**src/rtl/uart_rx_pkg.sv**
```systemverilog
// Shared types and constants for the UART receive controller.
package uart_rx_pkg;

  localparam int EDGE_W = 6;
  localparam int BIT_W  = 4;

  localparam logic [EDGE_W-1:0] PRESCALE_8  = 6'd8;
  localparam logic [EDGE_W-1:0] PRESCALE_16 = 6'd16;
  localparam logic [EDGE_W-1:0] PRESCALE_32 = 6'd32;

  typedef enum logic [2:0] {
    ST_IDLE,
    ST_START,
    ST_DATA,
    ST_PARITY,
    ST_STOP
  } rx_state_t;

  // Anything other than 16 or 32 runs at 8x oversampling.
  function automatic logic [EDGE_W-1:0] legal_prescale(input logic [EDGE_W-1:0] p);
    case (p)
      PRESCALE_16: return PRESCALE_16;
      PRESCALE_32: return PRESCALE_32;
      default:     return PRESCALE_8;
    endcase
  endfunction

endpackage

```
**src/rtl/uart_rx_fsm_if.sv**
```systemverilog
// Line, checker and datapath-control signals between the RX controller and its surroundings.
interface uart_rx_fsm_if;
  import uart_rx_pkg::*;

  logic              rx_in;
  logic              par_en;
  logic [EDGE_W-1:0] prescale;
  logic              strt_glitch;
  logic              par_error;
  logic              stop_error;
  logic [EDGE_W-1:0] edge_cnt;
  logic [BIT_W-1:0]  bit_cnt;
  logic              dat_samp_en;
  logic              strt_chk_en;
  logic              par_chk_en;
  logic              stop_check_en;
  logic              deser_en;
  logic              data_valid;
  logic              frame_err;

  modport master (
    output rx_in, par_en, prescale, strt_glitch, par_error, stop_error,
    input  edge_cnt, bit_cnt, dat_samp_en, strt_chk_en, par_chk_en,
           stop_check_en, deser_en, data_valid, frame_err
  );

  modport slave (
    input  rx_in, par_en, prescale, strt_glitch, par_error, stop_error,
    output edge_cnt, bit_cnt, dat_samp_en, strt_chk_en, par_chk_en,
           stop_check_en, deser_en, data_valid, frame_err
  );

endinterface

```
**src/rtl/uart_rx_edge_bit_counter.sv**
```systemverilog
// Oversample edge counter and bit counter; the ratio is latched once per frame.
module uart_rx_edge_bit_counter
  import uart_rx_pkg::*;
(
  input  logic              clk,
  input  logic              rst,
  input  logic              i_en,
  input  logic              i_clr,
  input  logic              i_latch,
  input  logic [EDGE_W-1:0] i_prescale,
  output logic [EDGE_W-1:0] o_edge_cnt,
  output logic [BIT_W-1:0]  o_bit_cnt,
  output logic              o_last_edge
);

  logic [EDGE_W-1:0] r_p;
  logic [EDGE_W-1:0] r_edge;
  logic [BIT_W-1:0]  r_bit;
  logic [EDGE_W-1:0] w_p_last;

  assign w_p_last    = r_p - EDGE_W'(1);
  assign o_last_edge = (r_edge == w_p_last);
  assign o_edge_cnt  = r_edge;
  assign o_bit_cnt   = r_bit;

  always_ff @(posedge clk or posedge rst) begin
    if (rst) begin
      r_p    <= PRESCALE_8;
      r_edge <= '0;
      r_bit  <= '0;
    end else begin
      if (i_latch) begin
        r_p <= legal_prescale(i_prescale);
      end
      if (i_clr) begin
        r_edge <= '0;
        r_bit  <= '0;
      end else if (i_en) begin
        if (o_last_edge) begin
          r_edge <= '0;
          r_bit  <= r_bit + BIT_W'(1);
        end else begin
          r_edge <= r_edge + EDGE_W'(1);
        end
      end
    end
  end

endmodule

```
**src/rtl/uart_rx_fsm.sv**
```systemverilog
// UART receive controller: start detection, phase sequencing, checker enables and result pulses.
module uart_rx_fsm
  import uart_rx_pkg::*;
#(
  parameter int DATA_WIDTH = 8
) (
  input  logic         clk,
  input  logic         rst,
  uart_rx_fsm_if.slave bus
);

  localparam logic [BIT_W-1:0] LAST_DATA_BIT = BIT_W'(DATA_WIDTH);

  rx_state_t r_state;
  logic      r_par_err;
  logic      r_data_valid;
  logic      r_frame_err;

  logic      w_last_edge;
  logic      w_idle;
  logic      w_start_det;
  logic      w_to_idle;

  assign w_idle      = (r_state == ST_IDLE);
  assign w_start_det = w_idle && !bus.rx_in;
  // Counters clear whenever the next state is IDLE so a back-to-back start sees edge 0.
  assign w_to_idle   = (w_idle && bus.rx_in)
                    || (r_state == ST_START && w_last_edge && bus.strt_glitch)
                    || (r_state == ST_STOP  && w_last_edge);

  uart_rx_edge_bit_counter u_cnt (
    .clk         (clk),
    .rst         (rst),
    .i_en        (!w_idle || w_start_det),
    .i_clr       (w_to_idle),
    .i_latch     (w_start_det),
    .i_prescale  (bus.prescale),
    .o_edge_cnt  (bus.edge_cnt),
    .o_bit_cnt   (bus.bit_cnt),
    .o_last_edge (w_last_edge)
  );

  assign bus.dat_samp_en   = !w_idle;
  assign bus.strt_chk_en   = (r_state == ST_START)  && w_last_edge;
  assign bus.deser_en      = (r_state == ST_DATA)   && w_last_edge;
  assign bus.par_chk_en    = (r_state == ST_PARITY) && w_last_edge;
  assign bus.stop_check_en = (r_state == ST_STOP)   && w_last_edge;
  assign bus.data_valid    = r_data_valid;
  assign bus.frame_err     = r_frame_err;

  always_ff @(posedge clk or posedge rst) begin
    if (rst) begin
      r_state      <= ST_IDLE;
      r_par_err    <= 1'b0;
      r_data_valid <= 1'b0;
      r_frame_err  <= 1'b0;
    end else begin
      r_data_valid <= 1'b0;
      r_frame_err  <= 1'b0;
      case (r_state)
        ST_IDLE: begin
          r_par_err <= 1'b0;
          if (!bus.rx_in) begin
            r_state <= ST_START;
          end
        end
        ST_START: begin
          if (w_last_edge) begin
            r_state <= bus.strt_glitch ? ST_IDLE : ST_DATA;
          end
        end
        ST_DATA: begin
          if (w_last_edge && bus.bit_cnt == LAST_DATA_BIT) begin
            r_state <= bus.par_en ? ST_PARITY : ST_STOP;
          end
        end
        ST_PARITY: begin
          if (w_last_edge) begin
            r_par_err <= bus.par_error;
            r_state   <= ST_STOP;
          end
        end
        ST_STOP: begin
          if (w_last_edge) begin
            if (bus.stop_error || r_par_err) begin
              r_frame_err <= 1'b1;
            end else begin
              r_data_valid <= 1'b1;
            end
            r_par_err <= 1'b0;
            r_state   <= ST_IDLE;
          end
        end
        default: r_state <= ST_IDLE;
      endcase
    end
  end

endmodule

```
**src/flat_wrapper.sv**
```systemverilog
// flat-port wrapper written by rule: the top's interface ports become plain ports
module uart_rx_fsm_flat import uart_rx_pkg::*;
#(
  parameter int DATA_WIDTH = 8
)
  (clk, rst, bus_rx_in, bus_par_en, bus_prescale, bus_strt_glitch, bus_par_error, bus_stop_error, bus_edge_cnt, bus_bit_cnt, bus_dat_samp_en, bus_strt_chk_en, bus_par_chk_en, bus_stop_check_en, bus_deser_en, bus_data_valid, bus_frame_err);
  uart_rx_fsm_if bus_i ();
  input  logic clk;
  input  logic rst;
  input wire logic [$bits(bus_i.rx_in)-1:0] bus_rx_in;
  input wire logic [$bits(bus_i.par_en)-1:0] bus_par_en;
  input wire logic [$bits(bus_i.prescale)-1:0] bus_prescale;
  input wire logic [$bits(bus_i.strt_glitch)-1:0] bus_strt_glitch;
  input wire logic [$bits(bus_i.par_error)-1:0] bus_par_error;
  input wire logic [$bits(bus_i.stop_error)-1:0] bus_stop_error;
  output wire logic [$bits(bus_i.edge_cnt)-1:0] bus_edge_cnt;
  output wire logic [$bits(bus_i.bit_cnt)-1:0] bus_bit_cnt;
  output wire logic [$bits(bus_i.dat_samp_en)-1:0] bus_dat_samp_en;
  output wire logic [$bits(bus_i.strt_chk_en)-1:0] bus_strt_chk_en;
  output wire logic [$bits(bus_i.par_chk_en)-1:0] bus_par_chk_en;
  output wire logic [$bits(bus_i.stop_check_en)-1:0] bus_stop_check_en;
  output wire logic [$bits(bus_i.deser_en)-1:0] bus_deser_en;
  output wire logic [$bits(bus_i.data_valid)-1:0] bus_data_valid;
  output wire logic [$bits(bus_i.frame_err)-1:0] bus_frame_err;
  assign bus_i.rx_in = bus_rx_in;
  assign bus_i.par_en = bus_par_en;
  assign bus_i.prescale = bus_prescale;
  assign bus_i.strt_glitch = bus_strt_glitch;
  assign bus_i.par_error = bus_par_error;
  assign bus_i.stop_error = bus_stop_error;
  assign bus_edge_cnt = bus_i.edge_cnt;
  assign bus_bit_cnt = bus_i.bit_cnt;
  assign bus_dat_samp_en = bus_i.dat_samp_en;
  assign bus_strt_chk_en = bus_i.strt_chk_en;
  assign bus_par_chk_en = bus_i.par_chk_en;
  assign bus_stop_check_en = bus_i.stop_check_en;
  assign bus_deser_en = bus_i.deser_en;
  assign bus_data_valid = bus_i.data_valid;
  assign bus_frame_err = bus_i.frame_err;
  uart_rx_fsm #(.DATA_WIDTH(DATA_WIDTH)) u_core (.clk(clk), .rst(rst), .bus(bus_i));
endmodule
```
**config.mk**
```make
export PLATFORM = sky130hd
export DESIGN_NAME = uart_rx_fsm_flat
export DESIGN_NICKNAME = d
export VERILOG_FILES = /design/src/rtl/uart_rx_pkg.sv /design/src/rtl/uart_rx_fsm_if.sv /design/src/rtl/uart_rx_edge_bit_counter.sv /design/src/rtl/uart_rx_fsm.sv /design/src/flat_wrapper.sv
export SDC_FILE = /design/constraint.sdc
export NUM_CORES = 1
export LEC_CHECK = 0
export CORE_UTILIZATION = 46
export CTS_BUF_LIST = sky130_fd_sc_hd__clkbuf_16
export CTS_CLUSTER_SIZE = 40
export DETAILED_ROUTE_END_ITERATION = 7
export PLACE_DENSITY = 0.8
export SLEW_MARGIN = 20
export SYNTH_ARGS = -nofsm -noshare
export SYNTH_HDL_FRONTEND = slang
export SYNTH_SLANG_ARGS = --single-unit
```
**constraint.sdc**
```tcl
create_clock -name clk -period 2.7 [get_ports clk]
set_input_delay 0.54 -clock clk [delete_from_list [all_inputs] [get_ports clk]]
set_output_delay 0.54 -clock clk [all_outputs]
set_load 0.01 [all_outputs]
```
==> results of run 1 <==
-- cells in the mapped netlist (all sizes together) --
master    n  area (sq um)
nand4     1          6.26
o211ai    2          15.0
and2      2          12.5
dfrtp    18           450
o2bb2ai   1          8.76
clkbuf    3          11.3
nor3      6          30.0
o311ai    1          8.76
nor2b     1          6.26
a21oi     7          35.0
a21o      1          7.51
or4       1          7.51
a22o      1          8.76
o31ai     2          15.0
nor3b     1          7.51
a41oi     1          8.76
nor2     10          37.5
nand2    14          52.6
or3       1          6.26
xnor3     1          22.5
nand3     6          30.0
inv       8          30.0
buf       1          11.3
xor2      4          35.0
and4      1          8.76
o21ai     2          10.0
a32o      1          10.0
nand3b    3          22.5
xnor2     2          17.5
nand2b    5          31.3
dfstp     1          26.3
and3      1          6.26
ha        4          50.1
o22ai     1          6.26
o21a      1          7.51
-- routing by layer --
layer	global-route usage [%]	part of all wire (%)	wire, um	vias up
met5	0	0	0	-
met4	8.57	1.4	36	0
met3	3.70	5.9	147	6
met2	35.1	51	1270	33
met1	25.9	42	1030	462
li1	-	-	-	471
-- cell families (layout without fill, tap and decap cells) --
| group | count (synthesis) | after routing | share of synthesized area, % |
|---|---|---|---|
| XOR/XNOR | 7 | 7 | 7.08 |
| buffers and inverters | 12 | 46 | 4.95 |
| adder cells (fa/ha/maj) | 4 | 4 | 4.72 |
| AO/OA/AOI/OAI | 21 | 21 | 13.3 |
| AND/OR/NAND/NOR | 53 | 53 | 25.0 |
| flip-flops | 19 | 19 | 44.9 |
-- per-stage QoR --
step	worst slack, ns	util [%]
global placement	0.0477	63.3
CTS	-0.0242	67.4
global route	-0.00593	68.5
detailed placement	0.00810	63.3
finish	0.0942	68.5
floorplan	0.447	-
-- worst reg2reg max path: cells and delay by family (launching register included) --
family | cells | cell delay [ns]
AO/OA/AOI/OAI | 1 | 0.26
XOR/XNOR | 1 | 0.21
adder cells (fa/ha/maj) | 1 | 0.16
buffers and inverters | 3 | 0.36
flip-flops | 1 | 0.55
AND/OR/NAND/NOR | 2 | 0.31
-- cell type report --
class / instances / area, sq um
Inverter: 8 / 30.0
Fill cell: 173 / 689
Tap cell: 28 / 35.0
Timing Repair Buffer: 34 / 315
Multi-Input combinational cell: 85 / 564
Clock buffer: 3 / 75.1
Sequential cell: 19 / 477
Clock inverter: 1 / 5.00
-- state kept, by name, indices dropped and copies added (netlist names) --
| register | flops |
|---|---|
| u_core.u_cnt.o_bit_cnt | 4 |
| u_core.bus.frame_err | 1 |
| u_core.bus.data_valid | 1 |
| u_core.r_par_err | 1 |
| u_core.u_cnt.r_p | 3 |
| u_core.r_state | 3 |
| u_core.u_cnt.o_edge_cnt | 6 |
-- power by group --
part           switching [mW]  internal, mW  total (mW)
registers                   0         0.285       0.285
clock network           0.104         0.198       0.302
logic                  0.0104        0.0168      0.0272
total                   0.115         0.500       0.615
-- worst paths after layout --
check	startpoint	depth (start not counted)	to	slack (ns)
setup / recovery	u_core.u_cnt.r_p[3]	8	bus_par_chk_en	0.09
hold / removal	u_core.u_cnt.o_edge_cnt[0]	1	u_core.u_cnt.o_edge_cnt[0]	0.48
setup reg to reg	u_core.u_cnt.r_p[3]	8	u_core.r_par_err	0.74
hold reg to reg	u_core.u_cnt.o_edge_cnt[0]	1	u_core.u_cnt.o_edge_cnt[0]	0.48
max in group asynchronous	rst	2	u_core.u_cnt.o_bit_cnt[0]	1.53
min in group asynchronous	rst	2	u_core.u_cnt.o_edge_cnt[2]	0.72
-- repair_timing --
item,CTS,global route
setup endpoints to repair,4,4
cloned,0,0
setup buffers,1,1
gates resized for setup,10,6
pin swaps,1,2
==> out/results.tsv, run 1 <==
stage	metric	value	unit
outcome	outcome	finished clean	
route	first-pass iteration count of the detailed router	4	
route	drt wl/cell	14.0	um
sta	Setup TNS Final	0	ns
pwr	PD cells	409	nW/um^2
route	via count	972	
cells_and_area	design area	1500	sq um
floorplan	die area	2500	sq um
clocking	clock latency on the worst-skew pair	0.25	ns
sta	Slew HR	51.9	%
clocking	Num CTS Buffers	3	
floorplan	Starting Density	48.4	%
clocking	CTS H-tree depth	1	
sta	hold_ws	0.484	ns
yosys	Syn Inst Count	116	
pwr	maximum vdd drop	0.379	mV
global_routing	first-pass GRT wire length	3970	um
sta	max frequency	0.384	GHz
worst_setup_path	Arr. time, crit path	2.07	ns
worst_setup_path	Startpoint Class	register	
placed_design	Final Wtd Congestion	0.776	
route	drt drc	0	
yosys	post-synthesis net count	133	
worst_setup_path	CP Class	reg2out	
cells_and_area	final cell count without fillers	178	
cells_and_area	# diodes	0	
yosys	Yosys cell types	35	
cells_and_area	commonest non-fill, non-tap cell in the layout	clkdlybuf4s50_1	
floorplan	core box area	2190	sq um
pwr	Power Total	0.615	mW
cells_and_area	layout cells sized above 1	11.3	%
route	DRT iter0 DRCs	16	
sta	Finish-stage setup viols	0	
global_routing	Congestion Overflow GR	0	
floorplan	# IOs	30	
sta	fin crit period	2.61	ns
placed_design	Inst Count DP	172	
clocking	CTS tree	yes	
clocking	root buffer cell	clkbuf_16	
sta	worst-margin pin slew	0.720	ns
worst_setup_path	CP max FO	3	
cells_and_area	synthesis-to-layout area growth	41.5	%
worst_setup_path	critical path's largest stage delay	0.55	ns
yosys	Mapped Avg Cell Area	9.15	sq um
route	drt total wl	2490	um
worst_setup_path	delay-heaviest family, CP	flip-flops	
worst_setup_path	CP Buf/Inv Count	3	
placed_design	post-DP HPWL	1740	um
clocking	clock transition at the registers of the reported paths	0.06	ns
cells_and_area	nets@finish	168	
worst_setup_path	Critical Path Sink Type	output pin	
worst_setup_path	CP max stage cell	dfstp_2	
worst_setup_path	Critical Path, Cell by Cell	inv_1 > ha_4 > xor2_2 > and4_4 > buf_4 > nand2_1 > nor2_1 > buf_2	
pwr	leak pwr	0.667	nW
route	antenna viol nets, final	0	
sta	clk_skew	0.00460	ns
job	Max Cap Viol	0	
placed_design	Area after DPL	1390	sq um
clocking	clk sinks	19	
floorplan	Horiz. Die Dim	50.0	um
global_routing	largest net degree at the start of global routing	20	
sta	final hold violations	0	
floorplan	std cell rows	17	
worst_setup_path	WP data required	2.16	ns
yosys	Syn Std Cell Area	1060	sq um
clocking	CTS Hold Bufs	0	
yosys	Yosys warnings	0	
route	Via density	5.46	
sta	Final period util	96.5	%
placed_design	# port buffers	29	
global_routing	GRT Util Overall	20.8	%
yosys	post-synthesis sequential area ratio	44.9	%
global_routing	antenna violations before repair	0	
global_routing	vias in the first global route	925	
clocking	clock tree buffer depth	2	
floorplan	die height	50.0	um
hold_path	hold crit path type	reg2reg	
yosys	Yosys reg bits	19	
sta	max-slew violation count	0	
cells_and_area	most frequent cells in the layout	clkdlybuf4s50_1, dfrtp_1, nand2_1	
Note: power is estimated with default switching activity, not from simulation.
==> run 2, diff against run 1 <==
Settings changed: CORE_ASPECT_RATIO set to 0.5, CORE_UTILIZATION 46 to 40, PLACE_DENSITY 0.8 to 0.72.
==> run 2 against run 1 <==
First-iteration DRC count up 130%. Utilization down 4.9 points. Non-clock buffer count unchanged. Total power up 1.2%. Count of clock-buffer cells in the layout unchanged. Sequential power about the same. Clock skew down 0.0029 ns. Highest routed layer unchanged. Register-to-register slack worse by 0.08 ns.
==> out/results.tsv, run 2 (synthesis gave the netlist of run 1 again) <==
stage	metric	value	unit	change
worst_setup_path	CP Class	reg2out		unchanged
sta	max-slew violation count	0		unchanged
worst_setup_path	delay-heaviest family, CP	flip-flops		unchanged
worst_setup_path	Startpoint Class	register		unchanged
floorplan	Starting Density	45.0	%	was 48.4%
clocking	clk sinks	19		unchanged
sta	Final period util	96.8	%	was 96.5%
cells_and_area	layout cells sized above 1	10.0	%	was 11.3%
placed_design	Area after DPL	1400	sq um	was 1390 sq um
sta	Finish-stage setup viols	0		unchanged
hold_path	hold crit path type	reg2reg		unchanged
pwr	Power Total	0.622	mW	was 0.615 mW
cells_and_area	fillcell total	208		was 173
sta	Slew HR	51.7	%	was 51.9%
cells_and_area	nets@finish	168		unchanged
worst_setup_path	CP max stage cell	dfstp_2		unchanged
worst_setup_path	Critical Path, Cell by Cell	inv_1 > ha_1 > xnor3_1 > and4_4 > buf_4 > nand2_2 > inv_1 > dlygate4sd2_1		was inv_1 > ha_4 > xor2_2 > and4_4 > buf_4 > nand2_1 > nor2_1 > buf_2
cells_and_area	Core Util, Final	63.6	%	was 68.5%
global_routing	antenna violations before repair	0		unchanged
global_routing	largest net degree at the start of global routing	20		unchanged
global_routing	Congestion Overflow GR	0		unchanged
sta	final hold violations	0		unchanged
job	Max Cap Viol	0		unchanged
sta	clk_skew	0.00171	ns	was 0.00460 ns
worst_setup_path	WP data required	2.16	ns	about the same
route	drt wl/cell	12.6	um	was 14.0 um
route	DRT iter0 DRCs	36		was 16
floorplan	core box area	2360	sq um	was 2190 sq um
outcome	outcome	finished clean		unchanged
cells_and_area	synthesis-to-layout area growth	41.3	%	was 41.5%
sta	max frequency	0.383	GHz	was 0.384 GHz
floorplan	die height	38.4	um	was 50.0 um
sta	Setup TNS Final	0	ns	unchanged
global_routing	vias in the first global route	788		was 925
route	via count	947		was 972
floorplan	die area	2880	sq um	was 2500 sq um
cells_and_area	Register Area	477	sq um	unchanged
placed_design	Final Wtd Congestion	0.797		was 0.776
clocking	clock tree buffer depth	2		unchanged
placed_design	# port buffers	29		unchanged
sta	fin crit period	2.61	ns	about the same
worst_setup_path	flop-to-flop setup slack	0.66	ns	was 0.74 ns
pwr	maximum vdd drop	0.261	mV	was 0.379 mV
clocking	clock transition at the registers of the reported paths	0.06	ns	about the same
worst_setup_path	CP Buf/Inv Count	4		was 3
pwr	leak pwr	0.671	nW	was 0.667 nW
route	drt drc	0		unchanged
global_routing	first-pass GRT wire length	3820	um	was 3970 um
cells_and_area	most frequent cells in the layout	clkdlybuf4s50_1, dfrtp_1, nand2_1		unchanged
floorplan	Horiz. Die Dim	74.8	um	was 50.0 um
route	first-pass iteration count of the detailed router	5		was 4
clocking	Num CTS Buffers	3		unchanged
cells_and_area	commonest non-fill, non-tap cell in the layout	clkdlybuf4s50_1		unchanged
cells_and_area	Multi-input gate area	549	sq um	was 564 sq um
cells_and_area	# diodes	0		unchanged
floorplan	std cell rows	12		was 17
clocking	clock latency on the worst-skew pair	0.25	ns	about the same
cells_and_area	design area	1500	sq um	about the same
worst_setup_path	Arr. time, crit path	2.07	ns	about the same
route	Via density	5.12		was 5.46
floorplan	# IOs	30		unchanged
clocking	root buffer cell	clkbuf_16		unchanged
placed_design	post-DP HPWL	1640	um	was 1740 um
sta	unrepaired setup endpoints after global routing	no		
worst_setup_path	CP max FO	4		was 3
sta	worst-margin pin slew	0.723	ns	was 0.720 ns
pwr	PD cells	415	nW/um^2	was 409 nW/um^2
route	antenna viol nets, final	0		unchanged
clocking	CTS H-tree depth	1		unchanged
worst_setup_path	Critical Path Sink Type	output pin		unchanged
worst_setup_path	CP most frequent cell	inv_1		
clocking	CTS tree	yes		unchanged
route	drt total wl	2340	um	was 2490 um
cells_and_area	max reg flops	6		unchanged
sta	hold_ws	0.483	ns	was 0.484 ns
worst_setup_path	critical path's largest stage delay	0.52	ns	was 0.55 ns
global_routing	GRT Util Overall	19.0	%	was 20.8%
clocking	CTS Hold Bufs	0		unchanged
[run 2: cell count changes in the layout (fill, tap and decap cells not counted)]
| cell | before | now |
|---|---|---|
| buf_2 | 2 | 0 |
| dlygate4sd2_1 | 2 | 3 |
| ha_1 | 3 | 4 |
| ha_4 | 1 | 0 |
| nand2_1 | 14 | 13 |
| nor3_2 | 2 | 1 |
| nand2_2 | 0 | 1 |
| nor3_1 | 4 | 5 |
| clkbuf_2 | 0 | 1 |
[run 2: power by group]
part	internal [mW]	switching [mW]
combinational	0.0168	0.0103
sequential	0.285	0
clock	0.199	0.111
[run 2: area by class of cell]
class | count | share of cell area [%]
clock buffer | 3 | 5.01
clock inverter | 1 | 0.334
inverter | 8 | 2.00
multi-input combinational | 85 | 36.6
sequential | 19 | 31.8
tap | 35 | 2.92
timing repair buffer | 34 | 21.3
[run 2: metal layers]
layer / vias up / GRT usage, % / wire, um
met5: - / 0 / 0
li1: 473 / - / -
met4: 0 / 7.08 / 24
met3: 4 / 5.53 / 119
met2: 25 / 28.8 / 1070
met1: 445 / 25.8 / 1120
[run 2: final timing paths]
path | startpoint | end | cells past startpoint
setup / recovery | u_core.u_cnt.r_p[3] | bus_stop_check_en | 8
hold / removal | u_core.u_cnt.r_p[4] | u_core.u_cnt.r_p[4] | 2
setup reg to reg | u_core.u_cnt.r_p[3] | u_core.r_state[2] | 8
hold reg to reg | u_core.u_cnt.r_p[4] | u_core.u_cnt.r_p[4] | 2
max in group asynchronous | rst | u_core.r_par_err | 2
min in group asynchronous | rst | u_core.bus.data_valid | 2
[run 2: tightest hold or removal path, cell delays in order, from the launching register on]
cell and delay (ns):
dfrtp_1 0.34, nand2_1 0.05, o31ai_1 0.05
[run 2: repair_timing]
| action | in CTS | in global routing |
|---|---|---|
| endpoints found under the setup margin | 4 | 2 |
| gates resized for setup | 7 | 4 |
| buffers inserted | 1 | 0 |
| pin swaps | 1 | 0 |
[run 2: through the flow]
stage                     setup slack (ns)  cells
after CTS                           0.0515    185
after global placement             -0.0109    180
after detailed placement           -0.0136    180
final                               0.0864    185
after global routing               0.00363    185
after floorplan                      0.447    116
==> run 3, diff against run 2 <==
Clock period 2.7 ns to 3 ns, I/O delays scaled along.
==> run 3 against run 2 <==
Via count is 3.6% lower. Utilization is 0.85 points lower. Combinational power is 9.3% lower. First-iteration DRC count is 19% lower. Non-clock buffer count is 3 lower. Die area stayed put. Final cell count is 1.6% lower. Global-route usage is 1.0 points lower.
==> out/results.tsv, run 3 (synthesis gave the netlist of run 1 again) <==
stage	metric	value	unit	change
pwr	maximum vdd drop	0.224	mV	was 0.261 mV
hold_path	hold depth	2		unchanged
clocking	CTS tree	yes		unchanged
sta	Slew HR	51.8	%	was 51.7%
route	DRT iter0 DRCs	29		was 36
worst_setup_path	flop-to-flop setup slack	1.02	ns	was 0.66 ns
clocking	CTS Hold Bufs	0		unchanged
floorplan	die height	38.4	um	unchanged
pwr	Comb power frac	4.4	%	was 4.3%
route	drt wl/cell	12.6	um	about the same
floorplan	die area	2880	sq um	unchanged
placed_design	# port buffers	29		unchanged
worst_setup_path	CP Buf/Inv Count	2		was 4
cells_and_area	final cell count without fillers	182		was 185
pwr	P_int	0.450	mW	was 0.500 mW
route	drt total wl	2290	um	was 2340 um
worst_setup_path	RR Endpoint	u_core.u_cnt.o_bit_cnt[2]		was u_core.r_state[2]
global_routing	vias in the first global route	785		was 788
hold_path	Hold Path Origin	u_core.u_cnt.r_p[4]		unchanged
pwr	Sw Share	18.7	%	was 19.5%
cells_and_area	commonest non-fill, non-tap cell in the layout	clkdlybuf4s50_1		unchanged
outcome	outcome	finished clean		unchanged
global_routing	Global Route met1 Usage	24.8	%	was 25.8%
hold_path	hold endpoint	u_core.u_cnt.r_p[4]		unchanged
route	Via density	5.02		was 5.12
sta	Finish-stage setup viols	0		unchanged
worst_setup_path	CP Class	reg2out		unchanged
worst_setup_path	WP data required	2.40	ns	was 2.16 ns
worst_setup_path	Arr. time, crit path	2.31	ns	was 2.07 ns
clocking	clock latency on the worst-skew pair	0.25	ns	about the same
global_routing	GRT Util Overall	18.0	%	was 19.0%
floorplan	Starting Density	45.0	%	unchanged
route	first-pass iteration count of the detailed router	4		was 5
worst_setup_path	Startpoint Class	register		unchanged
hold_path	hold crit path type	reg2reg		unchanged
worst_setup_path	Critical Path, Cell by Cell	inv_1 > ha_1 > xnor3_1 > nand4_1 > nor3_1 > clkdlybuf4s50_1		was inv_1 > ha_1 > xnor3_1 > and4_4 > buf_4 > nand2_2 > inv_1 > dlygate4sd2_1
sta	final hold violations	0		unchanged
global_routing	GR Layer Usage met3	4.74	%	was 5.53%
global_routing	M2 GR Usage	28.4	%	was 28.8%
clocking	root buffer cell	clkbuf_16		unchanged
job	Max Cap Viol	0		unchanged
cells_and_area	most frequent cells in the layout	clkdlybuf4s50_1, dfrtp_1, nand2_1		unchanged
worst_setup_path	Critical R2R Launch	u_core.u_cnt.r_p[3]		unchanged
sta	worst-margin pin slew	0.722	ns	was 0.723 ns
worst_setup_path	R2R cell count	7		was 8
pwr	clock share of power	49.2	%	was 49.8%
pwr	sequential power share	46.3	%	was 45.8%
global_routing	Congestion Overflow GR	0		unchanged
placed_design	Final Wtd Congestion	0.798		was 0.797
pwr	PD cells	374	nW/um^2	was 415 nW/um^2
sta	fin crit period	2.91	ns	
global_routing	antenna violations before repair	0		unchanged
cells_and_area	Core Util, Final	62.7	%	was 63.6%
clocking	clock tree buffer depth	2		unchanged
cells_and_area	synthesis-to-layout area growth	39.4	%	was 41.3%
clocking	clk sinks	19		unchanged
cells_and_area	nets@finish	165		was 168
cells_and_area	design area	1480	sq um	was 1500 sq um
route	drt drc	0		unchanged
placed_design	post-DP HPWL	1660	um	was 1640 um
floorplan	std cell rows	12		unchanged
floorplan	Horiz. Die Dim	74.8	um	unchanged
global_routing	largest net degree at the start of global routing	20		unchanged
sta	hold_ws	0.486	ns	was 0.483 ns
worst_setup_path	critical path's largest stage delay	0.57	ns	was 0.52 ns
clocking	Num CTS Buffers	3		unchanged
worst_setup_path	CP max FO	3		was 4
clocking	clock transition at the registers of the reported paths	0.06	ns	about the same
cells_and_area	layout cells sized above 1	6.12	%	was 10.0%
placed_design	Inst Count DP	178		was 180
clocking	Setup Fix Bufs, Post-CTS	0		was 1
worst_setup_path	delay-heaviest family, CP	buffers and inverters		was flip-flops
sta	Final period util	96.9	%	
route	via count	913		was 947
pwr	leak pwr	0.662	nW	was 0.671 nW
clocking	CTS H-tree depth	1		unchanged
global_routing	most used routing layer	met2		unchanged
worst_setup_path	CP max stage cell	clkdlybuf4s50_1		was dfstp_2
floorplan	# IOs	30		unchanged
route	antenna viol nets, final	0		unchanged
pwr	Net Switching	0.103	mW	was 0.121 mW
cells_and_area	max reg flops	6		unchanged
cells_and_area	# diodes	0		unchanged
sta	Setup TNS Final	0	ns	unchanged
worst_setup_path	Critical Path Sink Type	output pin		unchanged
global_routing	first-pass GRT wire length	3650	um	was 3820 um
sta	max frequency	0.344	GHz	
floorplan	core box area	2360	sq um	unchanged
sta	clk_skew	0.00457	ns	was 0.00171 ns
sta	max-slew violation count	0		unchanged
placed_design	Area after DPL	1390	sq um	was 1400 sq um
run 3: cell types whose count changed in the layout (fill, tap and decap cells not counted), sizes merged:
cell           previous run  this run
clkdlybuf4s50            25        27
buf                       5         2
dlygate4sd2               3         1
clkbuf                    4         3
dlymetal6s2s              0         1
run 3: layout make-up:
| cell class | count | area [sq um] |
|---|---|---|
| clock inverters | 1 | 5.00 |
| repair buffers | 31 | 307 |
| clock buffers | 3 | 75.1 |
| multi-input cells | 85 | 542 |
| fillers | 208 | 878 |
| flip-flops and latches | 19 | 477 |
| inverters | 8 | 30.0 |
| well taps | 35 | 43.8 |
run 3: stage by stage:
step	worst slack (ns)	total power, mW
2_1_floorplan	0.687	0.267
3_3_place_gp	0.242	0.285
3_5_place_dp	0.206	0.286
4_1_cts	0.0106	0.558
5_1_grt	-0.0115	0.571
6_report	0.0924	0.553
run 3: layer usage:
metal,up-vias,wire length (um)
li1,465,-
met1,423,1170
met2,23,991
met3,2,106
met4,0,21
met5,-,0
run 3: worst max-delay path by stage:
stage,startpoint,slack [ns],to,cells after the start
2_1_floorplan,u_core.u_cnt.r_p[3],0.69,bus_strt_chk_en,7
3_3_place_gp,u_core.u_cnt.r_p[3],0.24,bus_strt_chk_en,7
3_5_place_dp,u_core.u_cnt.r_p[3],0.21,bus_strt_chk_en,7
4_1_cts,u_core.u_cnt.r_p[3],0.01,bus_par_chk_en,7
5_1_grt,u_core.u_cnt.r_p[3],-0.01,bus_deser_en,6
6_report,u_core.u_cnt.r_p[3],0.09,bus_deser_en,6
run 3: what timing repair did:
| action | CTS | global route |
|---|---|---|
| pin swaps | 0 | 0 |
| endpoints found under the setup margin | 2 | 2 |
| cloned | 0 | 0 |
| hold endpoints to repair | 0 | 0 |
| gates resized for setup | 2 | 3 |
run 3: power by group through the flow:
stage	combinational (mW)	sequential, mW	clock (mW)
2_1_floorplan	0.00642	0.261	0
3_3_place_gp	0.0245	0.261	0
3_5_place_dp	0.0247	0.261	0
4_1_cts	0.0250	0.256	0.276
5_1_grt	0.0267	0.256	0.288
6_report	0.0245	0.256	0.272
run 3: worst min-delay path, stage by stage (launching register included):
cell	delay, ns
dfrtp_1	0.35
nand2_1	0.05
o31ai_1	0.05
